[src/rtl/score_display_ctrl.sv]
// Digit sequencer for the 4-digit 7-segment driver: mux strobe, sequential BCD conversion, score/message arbitration.
// Optional message blinking is built when SCORE_DISP_FLASH_EN is defined.
module score_display_ctrl #(
  parameter int MUX_DIV    = 100000,
  parameter int HOLD_TICKS = 500
) (
  input  logic        clk,
  input  logic        rst,
  input  logic [13:0] score,
  input  logic        score_valid,
  input  logic        msg_req,
  input  logic [15:0] msg_code,
  output logic        msg_ack,
  output logic        busy,
  output logic        mux_clk,
  output logic [3:0]  val1,
  output logic [3:0]  val2,
  output logic [3:0]  val3,
  output logic [3:0]  val4
);

  localparam int CNT_W  = (MUX_DIV > 2) ? $clog2(MUX_DIV) : 1;
  localparam int HOLD_W = $clog2(HOLD_TICKS + 1);

  typedef enum logic [1:0] {IDLE, CONV, LOAD} state_t;

  function automatic logic [13:0] sat_score(input logic [13:0] s);
    return (s > 14'd9999) ? 14'd9999 : s;
  endfunction

  // one double-dabble iteration on {bcd[15:0], bin[13:0]}
  function automatic logic [29:0] dd_step(input logic [29:0] s);
    logic [29:0] t;
    t = s;
    for (int i = 0; i < 4; i++) begin
      if (t[14+4*i +: 4] >= 4'd5) t[14+4*i +: 4] = t[14+4*i +: 4] + 4'd3;
    end
    return {t[28:0], 1'b0};
  endfunction

  function automatic logic [15:0] blank_lz(input logic [15:0] b);
    logic [15:0] r;
    r = b;
    if (b[15:12] == 4'd0) begin
      r[15:12] = 4'hF;
      if (b[11:8] == 4'd0) begin
        r[11:8] = 4'hF;
        if (b[7:4] == 4'd0) r[7:4] = 4'hF;
      end
    end
    return r;
  endfunction

  logic [CNT_W-1:0] cnt_p0, cnt_nx;

  always_comb begin
    cnt_nx = (cnt_p0 == CNT_W'(MUX_DIV - 1)) ? '0 : cnt_p0 + 1'b1;
  end

  always_ff @(posedge clk) begin
    if (rst) begin
      cnt_p0  <= '0;
      mux_clk <= 1'b0;
    end else begin
      cnt_p0  <= cnt_nx;
      mux_clk <= (cnt_nx == CNT_W'(MUX_DIV - 1));
    end
  end

  state_t        state_p0, state_nx;
  logic [3:0]    iter_p0;
  logic [29:0]   shreg_p0;
  logic [15:0]   score_bcd_p1;
  logic          pend_vld_p0;
  logic [13:0]   pend_score_p0;
  logic          start, shift_en, load_en;
  logic [13:0]   start_val;

  always_comb begin
    state_nx  = state_p0;
    start     = 1'b0;
    shift_en  = 1'b0;
    load_en   = 1'b0;
    start_val = sat_score(score_valid ? score : pend_score_p0);
    case (state_p0)
      IDLE: if (score_valid || pend_vld_p0) begin
        start    = 1'b1;
        state_nx = CONV;
      end
      CONV: begin
        shift_en = 1'b1;
        if (iter_p0 == 4'd13) state_nx = LOAD;
      end
      LOAD: begin
        load_en  = 1'b1;
        state_nx = IDLE;
      end
      default: state_nx = IDLE;
    endcase
  end

  always_ff @(posedge clk) begin
    if (rst) begin
      state_p0     <= IDLE;
      iter_p0      <= 4'd0;
      busy         <= 1'b0;
      pend_vld_p0  <= 1'b0;
      score_bcd_p1 <= 16'd0;
    end else begin
      state_p0 <= state_nx;
      busy     <= (state_nx != IDLE);
      if (start) iter_p0 <= 4'd0;
      else if (shift_en) iter_p0 <= iter_p0 + 4'd1;
      if (load_en) score_bcd_p1 <= shreg_p0[29:14];
      // a request arriving mid-conversion overwrites any earlier one
      if (state_p0 != IDLE && score_valid) pend_vld_p0 <= 1'b1;
      else if (start) pend_vld_p0 <= 1'b0;
    end
  end

  always_ff @(posedge clk) begin
    if (start) shreg_p0 <= {16'd0, start_val};
    else if (shift_en) shreg_p0 <= dd_step(shreg_p0);
    if (state_p0 != IDLE && score_valid) pend_score_p0 <= score;
  end

  logic              active_p0;
  logic [HOLD_W-1:0] hold_p0;
  logic [15:0]       msg_p0;

  always_ff @(posedge clk) begin
    if (rst) begin
      msg_ack   <= 1'b0;
      active_p0 <= 1'b0;
      hold_p0   <= '0;
    end else begin
      msg_ack <= msg_req;
      if (msg_req) begin
        active_p0 <= 1'b1;
        hold_p0   <= HOLD_W'(HOLD_TICKS);
      end else if (active_p0 && mux_clk) begin
        hold_p0 <= hold_p0 - 1'b1;
        if (hold_p0 == HOLD_W'(1)) active_p0 <= 1'b0;
      end
    end
  end

  always_ff @(posedge clk) begin
    if (msg_req) msg_p0 <= msg_code;
  end

  logic blank_all;
`ifdef SCORE_DISP_FLASH_EN
  logic [6:0] flash_p0;

  always_ff @(posedge clk) begin
    if (rst) flash_p0 <= 7'd0;
    else if (msg_req) flash_p0 <= 7'd0;
    else if (active_p0 && mux_clk) flash_p0 <= flash_p0 + 7'd1;
  end

  assign blank_all = flash_p0[6];
`else
  assign blank_all = 1'b0;
`endif

  // output register stage
  logic [15:0] disp_nx;

  always_comb begin
    if (!active_p0) disp_nx = blank_lz(score_bcd_p1);
    else if (blank_all) disp_nx = 16'hFFFF;
    else disp_nx = msg_p0;
  end

  always_ff @(posedge clk) begin
    if (rst) begin
      {val1, val2, val3, val4} <= 16'hFFF0;
    end else begin
      {val1, val2, val3, val4} <= disp_nx;
    end
  end

endmodule

[config.mk]
export PLATFORM = sky130hd
export DESIGN_NAME = score_display_ctrl
export DESIGN_NICKNAME = d
export VERILOG_FILES = /design/src/rtl/score_display_ctrl.sv
export SDC_FILE = /design/constraint.sdc
export NUM_CORES = 1
export LEC_CHECK = 0
export BUFFER_PORTS_ARGS = -buffer_cell sky130_fd_sc_hd__buf_2
export CORE_MARGIN = 2
export CORE_UTILIZATION = 32
export CTS_BUF_LIST = sky130_fd_sc_hd__clkbuf_4
export DETAILED_ROUTE_END_ITERATION = 8
export PLACE_DENSITY = 0.49
export SETUP_SLACK_MARGIN = 0.1
export SLEW_MARGIN = 20
export SYNTH_ARGS = -nofsm -noshare
export SYNTH_HDL_FRONTEND = slang
export SYNTH_SLANG_ARGS = --single-unit
[constraint.sdc]
create_clock -name clk -period 5.1 [get_ports clk]
set_input_delay 1.02 -clock clk [delete_from_list [all_inputs] [get_ports clk]]
set_output_delay 1.02 -clock clk [all_outputs]
set_load 0.02 [all_outputs]
==> run summary <==
Pre-antenna DRT Iters - 4
Sink Count - 129
WP buf/inv - 1
Pwr/cell area - 338.0 nW/um^2
CTS buffer count - 17
Xor and xnor area share after synthesis - 5.416%
Via count - 3773
Register-to-Register Path Depth - 2
Synth area leader - dfxtp_1
I/O pins - 53
CP Max Fanout - 24
Ratio of cells with drive above 1 in the final layout - 17.18%
Seq pwr share - 55.9%
Area share of fa/ha/maj cells after synthesis - 3.048%
Worst-path clk slew - 0.12 ns
Global routing's busiest layer - met2
Synth Instances - 519
Worst EP required - 5.44 ns
RSZ-0062 raised after global routing - false
Max stage delay on crit path - 0.40 ns
Count of cells resized by post-cts repair - 0
Detail Route Antenna Nets - 0
Final Max Tran Viols - 0
Worst Setup Start Kind - input pin
Largest net degree at the start of global routing - 48
Die Wd - 133.1 um
Input/output buffers - 52
NumNets Final - 616
Ys async rst share - 0%
Distinct cells, synth - 43
Row cnt - 47
Max Clk Rate - 435.4 MHz
Ant diodes - 0
Crit share post-route - 45.03%
Largest family of logic cells by synthesized area - simple AND/OR/NAND/NOR gates
Slew HR - 37.83%
Number of synthesized flops with an enable pin - 44
Worst slew pin tran - 0.9325 ns
Total GRT Usage - 12.90%
Hold slack final - 0.4600 ns
Avg WL per Cell - 13.69 um
Synth Area in Compound Gates - 10.95%
Die Span Y - 133.1 um
Detailed Route WL - 10.98 mm
Vias per Instance - 4.704
Crit path arrival time - 2.64 ns
CP endpoint kind - flop
Main synth FF type - dfxtp_1
Final Hold Vio Count - 0
Combinational power share - 7.8%
Leak Pwr - 2.237 nW
Sw Pwr - 0.0005305 W
Cell internal pwr - 0.001538 W
Die area - 17720 um^2
Crit Path Category - input pin to flop
Sequential-to-total area share from yosys stat - 56.65%
Sw frac - 25.64%
RePlAce Congestion - 0.7466
Final core occ - 37.17%
Fin Clk Skew - 0.01665 ns
Synth area leaders - dfxtp_1 32%, edfxtp_1 25%, a21oi_1 4.2%
Crit path cell chain - buf_2 > mux2i_1 > a21oi_1 > a21oi_1 > o21ai_0 > o21ai_0
Max-cap viol count - 0
Simple-gate area share of the yosys netlist - 17.94%
GRT Residual Overflow - 0
Synth-to-Final Area Change - 14.68%
M3 GR Usage - 4.680%
Clock power share - 36.3%
Skew-Pair Late Insertion Delay - 0.51 ns
Met1 usage - 17.24%
H-tree lvl count - 4
DR iter-0 viols - 214
Initial antenna violation count - 0
R2R Setup Slk - 2.81 ns
Levels on crit path - 6
Top-area cell type share of the netlist area - 31.89%
Peak VDD IR - 0.1533 mV
Starting Density - 32.41%
Synthesis Warnings - 0
Routing usage on met2 - 19.75%
Multi-input gate area - 2175 um^2
Hold Crit Class - flop to flop
Number of global-route vias before repair - 3595
Setup_tns - 0 ns
Syn Nets - 566
CTS tree - built
Seq. cell area - 3023 um^2
Final min period - 2.297 ns
Root Buffer - clkbuf_4
Core ar. - 16470 um^2
Post-DP HPWL - 7.536 mm
Clk buf depth - 2
Synth Area per Inst - 10.28 um^2
# fillers - 1669
CTS Hold Bufs - 0
Synth Register Bits - 129
DRC - 0
Postcts setup bufs - 0
Slowest CP cell - buf_2
Mux contribution to synthesized area - 3.212%
Global-route wire length before repair - 18.03 mm
Hold Crit Depth - 2
Synthesized area - 5336 um^2
Delay-heaviest family, CP - compound AO/OA/AOI/OAI gates
Tot Pwr - 0.002069 W
Status - completed
# setup viols final - 0
[metal layers]
metal	part of all wire, %	routed length (um)
met5	0	0
met4	1.0	114
met3	4.9	538
met2	44	4851
met1	50	5477
[tightest hold or removal path, stage by stage, from the launching register on]
cell	delay [ns]
dfxtp_1	0.33
nand2_1	0.05
a21oi_1	0.05
[cell type report]
class / instances / area share, %
clock buffers: 18 / 2.208
well taps: 220 / 4.498
repair buffers: 54 / 4.498
clock inverters: 14 / 2.883
flip-flops and latches: 129 / 49.40
multi-input cells: 351 / 35.53
inverters: 16 / 0.9814
[state kept, by name (all words and copies together), names as in the netlist, 2 cells and up]
signal         cells
score_bcd_p1      16
val3               4
iter_p0            4
pend_score_p0     14
val1               4
val4               4
hold_p0            9
val2               4
cnt_p0            17
state_p0           2
msg_p0            16
shreg_p0          30
[kinds of logic (layout without fill, tap and decap cells)]
family | Yosys count | after routing
flip-flops | 129 | 129
XOR/XNOR | 33 | 33
buffers and inverters | 39 | 102
AO/OA/AOI/OAI | 98 | 98
AND/OR/NAND/NOR | 190 | 190
multiplexers | 17 | 17
adder cells (fa/ha/maj) | 13 | 13
[synth_stat cells, types with 12 or more instances]
cell type / count
nor3_1: 15
o22a_1: 12
xnor2_1: 21
nand3_1: 20
xor2_1: 12
ha_1: 13
edfxtp_1: 44
nand2_1: 55
inv_1: 16
dfxtp_1: 85
clkbuf_1: 16
a21oi_1: 45
nor2_1: 53
mux2i_1: 16
o21ai_0: 26
[path summary, 6_finish.rpt]
path / start / to
max reg2reg: state_p0[1] / shreg_p0[7]
min reg2reg: score_bcd_p1[3] / score_bcd_p1[3]
max: score_valid / shreg_p0[6]
min: score_bcd_p1[3] / score_bcd_p1[3]
[power groups by stage]
stage	clock [W]	sequential, W	combinational [W]
after global routing	0.000828	0.00116	0.000184
after CTS	0.000782	0.00116	0.000164
final	0.000750	0.00116	0.000162
after floorplan	0	0.00118	0.000102
after detailed placement	0	0.00118	0.000163
after global placement	0	0.00118	0.000158
[cell usage in the layout, fill, tap and decap left out, types with 18 or more instances in the layout]
cell type,instances
dfxtp_1,85
nand2_1,55
nor2_1,53
buf_2,52
a21oi_1,45
edfxtp_1,44
o21ai_0,26
xnor2_1,21
nand3_1,20
clkbuf_4,18
[through the flow]
step / instance area (um^2) / worst slack, ns / std cells
global route: 6120 / 2.524 / 802
detailed placement: 5803 / 2.289 / 770
CTS: 6115 / 2.756 / 802
finish: 6120 / 2.803 / 802
global placement: 5803 / 2.345 / 770
floorplan: 5336 / 2.106 / 519
Note: power is estimated with default switching activity, not from simulation.
